`src/rtl/univ_shiftreg_pkg.sv`:
```
// Shared definitions for the universal shift register: mode encodings.
// The optional rotate feature is selected by UNIV_SHIFTREG_ROTATE_EN.
package univ_shiftreg_pkg;

    localparam int unsigned MODE_W = 2;

    typedef enum logic [MODE_W-1:0] {
        MODE_HOLD = 2'b00,
        MODE_SHR  = 2'b01,
        MODE_SHL  = 2'b10,
        MODE_LOAD = 2'b11
    } mode_e;

endpackage : univ_shiftreg_pkg

```
`src/rtl/univ_shiftreg_bitcnt.sv`:
```
// Shift counter for the universal shift register: counts shift edges modulo
// WIDTH and raises a one-cycle frame_valid pulse when a frame of WIDTH shifts completes.
module shift_bitcnt #(
    parameter int unsigned WIDTH = 4
) (
    input  logic                     clk,
    input  logic                     res,
    input  logic                     shift_evt,
    input  logic                     clr,
    output logic [$clog2(WIDTH)-1:0] bit_cnt,
    output logic                     frame_valid
);

    localparam int unsigned CW = $clog2(WIDTH);
    localparam logic [CW-1:0] LAST = CW'(WIDTH - 1);

    logic [CW-1:0] cnt_d;
    logic          fv_d;

    // Next count: load clears, a shift advances/wraps, anything else holds.
    always_comb begin
        cnt_d = bit_cnt;
        fv_d  = 1'b0;
        if (clr) begin
            cnt_d = '0;
        end else if (shift_evt) begin
            if (bit_cnt == LAST) begin
                cnt_d = '0;
                fv_d  = 1'b1;
            end else begin
                cnt_d = bit_cnt + CW'(1);
            end
        end
    end

    always_ff @(posedge clk or negedge res) begin
        if (!res) begin
            bit_cnt     <= '0;
            frame_valid <= 1'b0;
        end else begin
            bit_cnt     <= cnt_d;
            frame_valid <= fv_d;
        end
    end

endmodule : shift_bitcnt

```
`src/rtl/univ_shiftreg.sv`:
```
// Universal shift register: hold / shift right / shift left / parallel load.
// Define UNIV_SHIFTREG_ROTATE_EN to let rot=1 recirculate the shifted-out bit.
module univ_shiftreg
    import univ_shiftreg_pkg::*;
#(
    parameter int unsigned WIDTH = 4
) (
    input  logic                     clk,
    input  logic                     res,
    input  logic                     en,
    input  logic [1:0]               mode,
    input  logic                     rot,
    input  logic                     sin_msb,
    input  logic                     sin_lsb,
    input  logic [WIDTH-1:0]         pin,
    output logic [WIDTH-1:0]         dout,
    output logic [$clog2(WIDTH)-1:0] bit_cnt,
    output logic                     frame_valid
);

    mode_e            mode_c;
    logic             fill_r_c;
    logic             fill_l_c;
    logic             shift_evt_c;
    logic             clr_c;
    logic [WIDTH-1:0] dout_d;

    assign mode_c = mode_e'(mode);

    // Fill bit selection: serial inputs, or the bit falling off the far end when rotating.
    always_comb begin
        fill_r_c = sin_msb;
        fill_l_c = sin_lsb;
`ifdef UNIV_SHIFTREG_ROTATE_EN
        if (rot) begin
            fill_r_c = dout[0];
            fill_l_c = dout[WIDTH-1];
        end
`endif
    end

`ifndef UNIV_SHIFTREG_ROTATE_EN
    logic unused_rot;
    assign unused_rot = rot;
`endif

    always_comb begin
        dout_d      = dout;
        shift_evt_c = 1'b0;
        clr_c       = 1'b0;
        if (en) begin
            case (mode_c)
                MODE_SHR: begin
                    dout_d      = {fill_r_c, dout[WIDTH-1:1]};
                    shift_evt_c = 1'b1;
                end
                MODE_SHL: begin
                    dout_d      = {dout[WIDTH-2:0], fill_l_c};
                    shift_evt_c = 1'b1;
                end
                MODE_LOAD: begin
                    dout_d = pin;
                    clr_c  = 1'b1;
                end
                default: ;
            endcase
        end
    end

    always_ff @(posedge clk or negedge res) begin
        if (!res) begin
            dout <= '0;
        end else begin
            dout <= dout_d;
        end
    end

    shift_bitcnt #(
        .WIDTH(WIDTH)
    ) u_bitcnt (
        .clk        (clk),
        .res        (res),
        .shift_evt  (shift_evt_c),
        .clr        (clr_c),
        .bit_cnt    (bit_cnt),
        .frame_valid(frame_valid)
    );

endmodule : univ_shiftreg

```
`config.mk`:
```
export PLATFORM = sky130hd
export DESIGN_NAME = univ_shiftreg
export DESIGN_NICKNAME = d
export VERILOG_FILES = /design/src/rtl/univ_shiftreg_pkg.sv /design/src/rtl/univ_shiftreg_bitcnt.sv /design/src/rtl/univ_shiftreg.sv
export SDC_FILE = /design/constraint.sdc
export NUM_CORES = 1
export LEC_CHECK = 0
export CAP_MARGIN = 20
export CORE_AREA = 2 2 39 41
export DETAILED_ROUTE_END_ITERATION = 12
export DIE_AREA = 0 0 41 43
export GPL_TIMING_DRIVEN = 1
export PLACE_DENSITY_LB_ADDON = 0.08
export SYNTH_ARGS = -nofsm -noshare
export SYNTH_HDL_FRONTEND = slang
export SYNTH_SLANG_ARGS = --single-unit
export TNS_END_PERCENT = 100
```
`constraint.sdc`:
```
create_clock -name clk -period 1.5 [get_ports clk]
set_input_delay 0.225 -clock clk [delete_from_list [all_inputs] [get_ports clk]]
set_output_delay 0.225 -clock clk [all_outputs]
set_load 0.05 [all_outputs]
```
# Word level (Yosys, flattened, before mapping)

Index checks and enable logic that the tools add are counted.

$add $sub $neg: 1
Multipliers: 0
Div/mod/pow operators: 0
Order comparisons: 0
Equal/unequal tests: 4
Shifts and indexed selects: 0
Mux-type cells: 11
Bitwise gates (word level): 0
Reduce and logical (&&, ||, !) cells: 4

Operator list:

| cell                                           | count |
|---|---|
| case mux 4 bit (3 select lines)                | 1 |
| 2-to-1 mux 1 bit                               | 7 |
| == test 2 bit (second input constant)          | 3 |
| 2-to-1 mux 2 bit                               | 3 |
| nonzero test 3 bit                             | 1 |
| adder 2 x 1 -> 2 bit (second input constant)   | 1 |
| == test 2 x 1 -> 1 bit (second input constant) | 1 |
| AND reduction 2 bit                            | 1 |
| nonzero test 2 bit                             | 1 |
| OR reduction 2 bit                             | 1 |

Register bits after elaboration: 7
Bits in latches: 0
RAM bits: 0
Bits in read-only memories: 0
Input bits: 12
Output and inout port bits: 7
Word-level logic and storage cells: 23
Memories kept: 0

# Longest topological paths before layout

Depth in word-level cells: 6
Mapped depth: 5
Depth with buffers taken out: 5

# Hierarchy

From an unflattened synthesis, not the netlist that was laid out.

Cell total of the unflattened synthesis: 40
Area total of the unflattened synthesis: 394.1 µm²

By module, submodules not included:

| module        | times used | cells an instance | area an instance (µm²) | seq. area each (µm²) |
|---|---|---|---|---|
| univ_shiftreg | 1          | 29                | 261.5                  | 100.1 |
| shift_bitcnt  | 1          | 11                | 132.6                  | 75.1 |

# Worst setup path after synthesis

OpenSTA, ideal clock, no wires.

Kind: reg2reg
Start point: register u_bitcnt.bit_cnt[0]
End point: register u_bitcnt.bit_cnt[1]
Library setup time: 0.125 ns
Arrival: 1.203 ns
Required time: 1.375 ns
Setup slack: 0.173 ns
Stages on the path, launching flop included: 5
Buffers on the path: 0
Clock period less this slack: 1.327 ns
Path through: dfrtp_1 ha_1 nand3_1 o21a_1 o22ai_1

Cells in the longest elaborated chain, start to end: 4
Elaborated cells between the ends (all ways): 5
Those cells by class: 1 x add/sub; 1 x eq/ne; 3 x mux

RTL lines:

| element                                                      | RTL line                                               | RTL |
|---|---|---|
| from (decl)                                                  | univ_shiftreg_bitcnt.sv:10                             | `output logic [$clog2(WIDTH)-1:0] bit_cnt,` |
| from (signal assigned)                                       | univ_shiftreg_bitcnt.sv:41                             | `bit_cnt <= cnt_d;` |
| adder 2 x 1 -> 2 bit / == test 2 bit (equally long branches) | univ_shiftreg_bitcnt.sv:31, univ_shiftreg_bitcnt.sv:27 |  |
| 2-to-1 mux 2 bit *                                           | univ_shiftreg_bitcnt.sv:27                             | `if (bit_cnt == LAST) begin` |
| 2-to-1 mux 2 bit *                                           | univ_shiftreg_bitcnt.sv:26                             | `end else if (shift_evt) begin` |
| 2-to-1 mux 2 bit *                                           | univ_shiftreg_bitcnt.sv:24                             | `if (clr) begin` |

Every way passes the cells marked *; elsewhere a longest branch is shown, timed or not. The select of a mux whose other input is x is not followed.
A chain may end at the register's enable or synchronous reset.

# Worst setup path after layout

Start point: input mode[0]
End point: register dout[0]

Cells in the longest elaborated chain, start to end: 3
Elaborated cells between the ends (all ways): 6
Those cells by class: 3 x eq/ne; 1 x mux; 2 x reduce/logical

RTL lines:

| element                                                        | RTL line            | RTL |
|---|---|---|
| from (decl)                                                    | univ_shiftreg.sv:11 | `input logic [1:0] mode,` |
| == test 2 bit / == test 2 x 1 -> 1 bit (equally long branches) | univ_shiftreg.sv:52 | `case (mode_c)` |
| nonzero test 3 bit (no source line)                            | -                   |  |
| AND reduction 2 bit (no source line)                           | -                   |  |
| to (signal assigned)                                           | univ_shiftreg.sv:74 | `dout <= dout_d;` |
| to (decl)                                                      | univ_shiftreg.sv:16 | `output logic [WIDTH-1:0] dout,` |

Several ways; a longest one is shown, not always the timed one.

==> flow_summary.toml <==
[run_status]
status = "finished clean"

[grt]
gr_layer_usage_met1 = 0.1438
grt.met2_usage = 0.1656
grt_remaining_overflow = 0
grt_most_used_layer = "met2"
globalRouteMet3Util = 0.03141
groute.usage.overall = 0.1128
grt_max_degree = 9
wire_length_of_the_first_global_routing_pass_mm = 1.338
antenna_violations_before_repair = 0
vias_in_the_first_global_route = 349

[finish]
synthToLayoutAreaGrowth_pct = 59.94
multi_input_area_um2 = 207.7
layout.nets = 80
n_fill_cell = 132
register_area_um2 = 175.2
antenna_cells = 0
fraction_of_final_layout_cells_sized_beyond_drive_strength_1 = 0.2540

[timing]
setup_slack_of_the_critical_path_after_layout_ns = 0.1618
worst_clock_skew_ns = 0.0007200
slew-limit-headroom = 0.7671
final_hold_viol_count = 0
clock.fmax_mhz = 747.3
layout_worst_path_cycle_share = 0.8921
timing.final.setup_violations = 0
final.min_clock_period_ns = 1.338
transition_time_at_the_pin_with_the_least_slew_margin_ns = 0.3483
timing.final.max_slew_violations = 0
grt_setup_unrepaired = "false"

[critical_path]
cp_num_buf_inv = 2
timing.critical_path.required_ns = 1.62
cp_delay_by_family_top = "buffers and inverters"
timing.setup.critical_path_class = "in2reg"
timing.critical_path.slowest_stage_cell = "sky130_fd_sc_hd__clkdlybuf4s50_1"
crit_path_cell_trace = "clkdlybuf4s50_1 > inv_1 > ha_1 > a22o_2 > a21oi_1 > o21ai_1"
worstSetupEndpointType = "register"
startpoint_kind_of_the_worst_setup_timing_path = "primary input"
worst-path-max-fanout = 5
cpPeakStageDelay_ns = 0.48
timing.critical_path.arrival_ns = 1.46
crit_path_start = "mode[0]"
crit-reg2reg-launch = "u_bitcnt.bit_cnt[0]"

[floorplan]
std_cell_rows = 14
placeableCoreArea_um2 = 1384
die_width_um = 41
floorplan.initialDensity = 0.2957
die_h_um = 43
design.portCount = 19
die_area_um2 = 1763

[route]
average_via_count_per_standard_cell = 4.519
num_vias = 357
route.detailed.wl_per_inst_um = 11.03
drt_first_pass_iters = 3
antenna_violating_nets_post_route = 0
wirelength_routed_um = 871
first_iter_violations = 9
post-route-drc-count = 0

[clock_tree]
cts_tree = "built"
cts_root_buf = "sky130_fd_sc_hd__clkbuf_4"
hold_buffers_post_cts = 0
cts-resized-gates = 0
clk_latency_ns = 0.25
clkSlewWorstSetupHoldPaths_ns = 0.05
cts_setup_buffers = 0
cts-buffers-inserted = 3
cts_num_sinks = 7
cts-root-to-sink-buffers = 2
cts_htree_levels = 1

[place]
io_buffer_count = 17
placer_s_final_routability_congestion_estimate = 0.6262
detailedPlacementHpwl_um = 689.2
post-place-ws_ns = -0.1151

[min_path]
holdCritPathClass = "in2async"

[yosys]
mappedNetlistNets = 58
ys_async_sr_fraction = 1.000
syn-mean-instance-area_um2 = 9.741
yosys.area.top_type_share = 0.4281
yosys_most_used_dff = "sky130_fd_sc_hd__dfrtp_1"
synth_sequential_area_ratio = 0.4281
synth_cell_types = 16
synth_seq_cells = 7
edff_count_synth = 0
post_synthesis_instance_total = 42
ys_warns = 0
synth_most_common_cell = "sky130_fd_sc_hd__dfrtp_1"
synth.cell_area_um2 = 409.1
synth_top_cells_by_area = "sky130_fd_sc_hd__dfrtp_1 43%, sky130_fd_sc_hd__ha_1 12%, sky130_fd_sc_hd__a22o_2 9.8%, sky130_fd_sc_hd__a21oi_1 4.9%, sky130_fd_sc_hd__o21ai_1 4.9%"
synth_area_leader_cell = "sky130_fd_sc_hd__dfrtp_1"

[power_and_ir_drop]
total_power_w = 0.0009425
pwr_density_cell_nw_per_um2 = 1440
ir_drop_uv = 1045
total_leakage_power_nw = 0.3049

[job]
timing.max_cap.violations = 0
-- cells by family (layout without fill, tap and decap cells) --
kind of cell	after synthesis	count (layout)	share of synthesized area
fa+ha+maj	4	4	0.1223
compound gates	16	16	0.2600
flops	7	7	0.4281
simple gates	10	10	0.1254
buf+inv	5	26	0.06421
-- cell type report --
| type | instances | share of cell area |
|---|---|---|
| clock buffer | 4 | 0.04015 |
| inverter | 4 | 0.02294 |
| multi-input combinational | 30 | 0.3174 |
| sequential | 7 | 0.2677 |
| tap | 16 | 0.03059 |
| timing repair buffer | 18 | 0.3212 |
-- routing by layer --
layer | vias up | wire length, µm
met4 | 0 | 0
met2 | 13 | 385
met3 | 0 | 64
met1 | 153 | 420
met5 | - | 0
li1 | 191 | -
-- path summary, 6_finish.rpt --
kind                                            end  slack (ns)  cells past startpoint
worst max-delay path                        dout[0]        0.16                      6
max in group asynchronous                   dout[3]        1.00                      1
worst min register to register              dout[3]        0.52                      2
worst min-delay path                        dout[1]        0.25                      1
min in group clk                            dout[3]        0.52                      2
worst max register to register  u_bitcnt.bit_cnt[1]        0.36                      4
-- cell usage in the layout (no fill, tap or decap) --
master | netlist | layout
sky130_fd_sc_hd__clkdlybuf4s50_1 | 0 | 10
sky130_fd_sc_hd__dfrtp_1 | 7 | 7
sky130_fd_sc_hd__inv_1 | 4 | 4
sky130_fd_sc_hd__a22o_2 | 4 | 4
sky130_fd_sc_hd__a21oi_1 | 4 | 4
sky130_fd_sc_hd__nand2_1 | 4 | 4
sky130_fd_sc_hd__o21ai_1 | 4 | 4
sky130_fd_sc_hd__ha_1 | 4 | 4
sky130_fd_sc_hd__buf_4 | 0 | 4
sky130_fd_sc_hd__buf_12 | 0 | 4
sky130_fd_sc_hd__clkbuf_4 | 0 | 3
sky130_fd_sc_hd__nor2_1 | 2 | 2
sky130_fd_sc_hd__o22ai_1 | 2 | 2
sky130_fd_sc_hd__and4b_2 | 1 | 1
sky130_fd_sc_hd__nor2b_1 | 1 | 1
sky130_fd_sc_hd__a31oi_1 | 1 | 1
sky130_fd_sc_hd__nand2b_1 | 1 | 1
sky130_fd_sc_hd__nand3_1 | 1 | 1
sky130_fd_sc_hd__o21a_1 | 1 | 1
sky130_fd_sc_hd__clkbuf_1 | 0 | 1
-- power breakdown --
part / internal [W] / switching [W] / leakage (nW)
logic: 0.000229 / 0.000249 / 0.200
registers: 0.000233 / 0.0000608 / 0.0897
clock network: 0.000101 / 0.0000689 / 0.0150
total: 0.000563 / 0.000379 / 0.305
-- registers in the layout (all words and copies together) (netlist names) --
name / count
dout: 4
u_bitcnt.bit_cnt: 2
u_bitcnt.frame_valid: 1
-- worst reg2reg max path: stages, from the launching register on --
cell and delay (ns):
sky130_fd_sc_hd__dfrtp_1 0.44, sky130_fd_sc_hd__ha_1 0.31, sky130_fd_sc_hd__nand3_1 0.08, sky130_fd_sc_hd__o21a_1 0.12
sky130_fd_sc_hd__o22ai_1 0.06
-- metrics by stage --
step | util | cells | instance area [µm²] | setup TNS (ns) | hold slack [ns]
2_1_floorplan | - | 42 | 409.1 | 0 | -0.07059
3_3_place_gp | 0.4539 | 75 | 628.1 | -0.4214 | 0.5098
3_5_place_dp | 0.4539 | 75 | 628.1 | -0.4984 | 0.5151
4_1_cts | 0.4729 | 79 | 654.4 | 0 | 0.2513
5_1_grt | 0.4729 | 79 | 654.4 | 0 | 0.2603
6_report | 0.4729 | 79 | 654.4 | 0 | 0.2495
(Power assumes the default switching activity.)
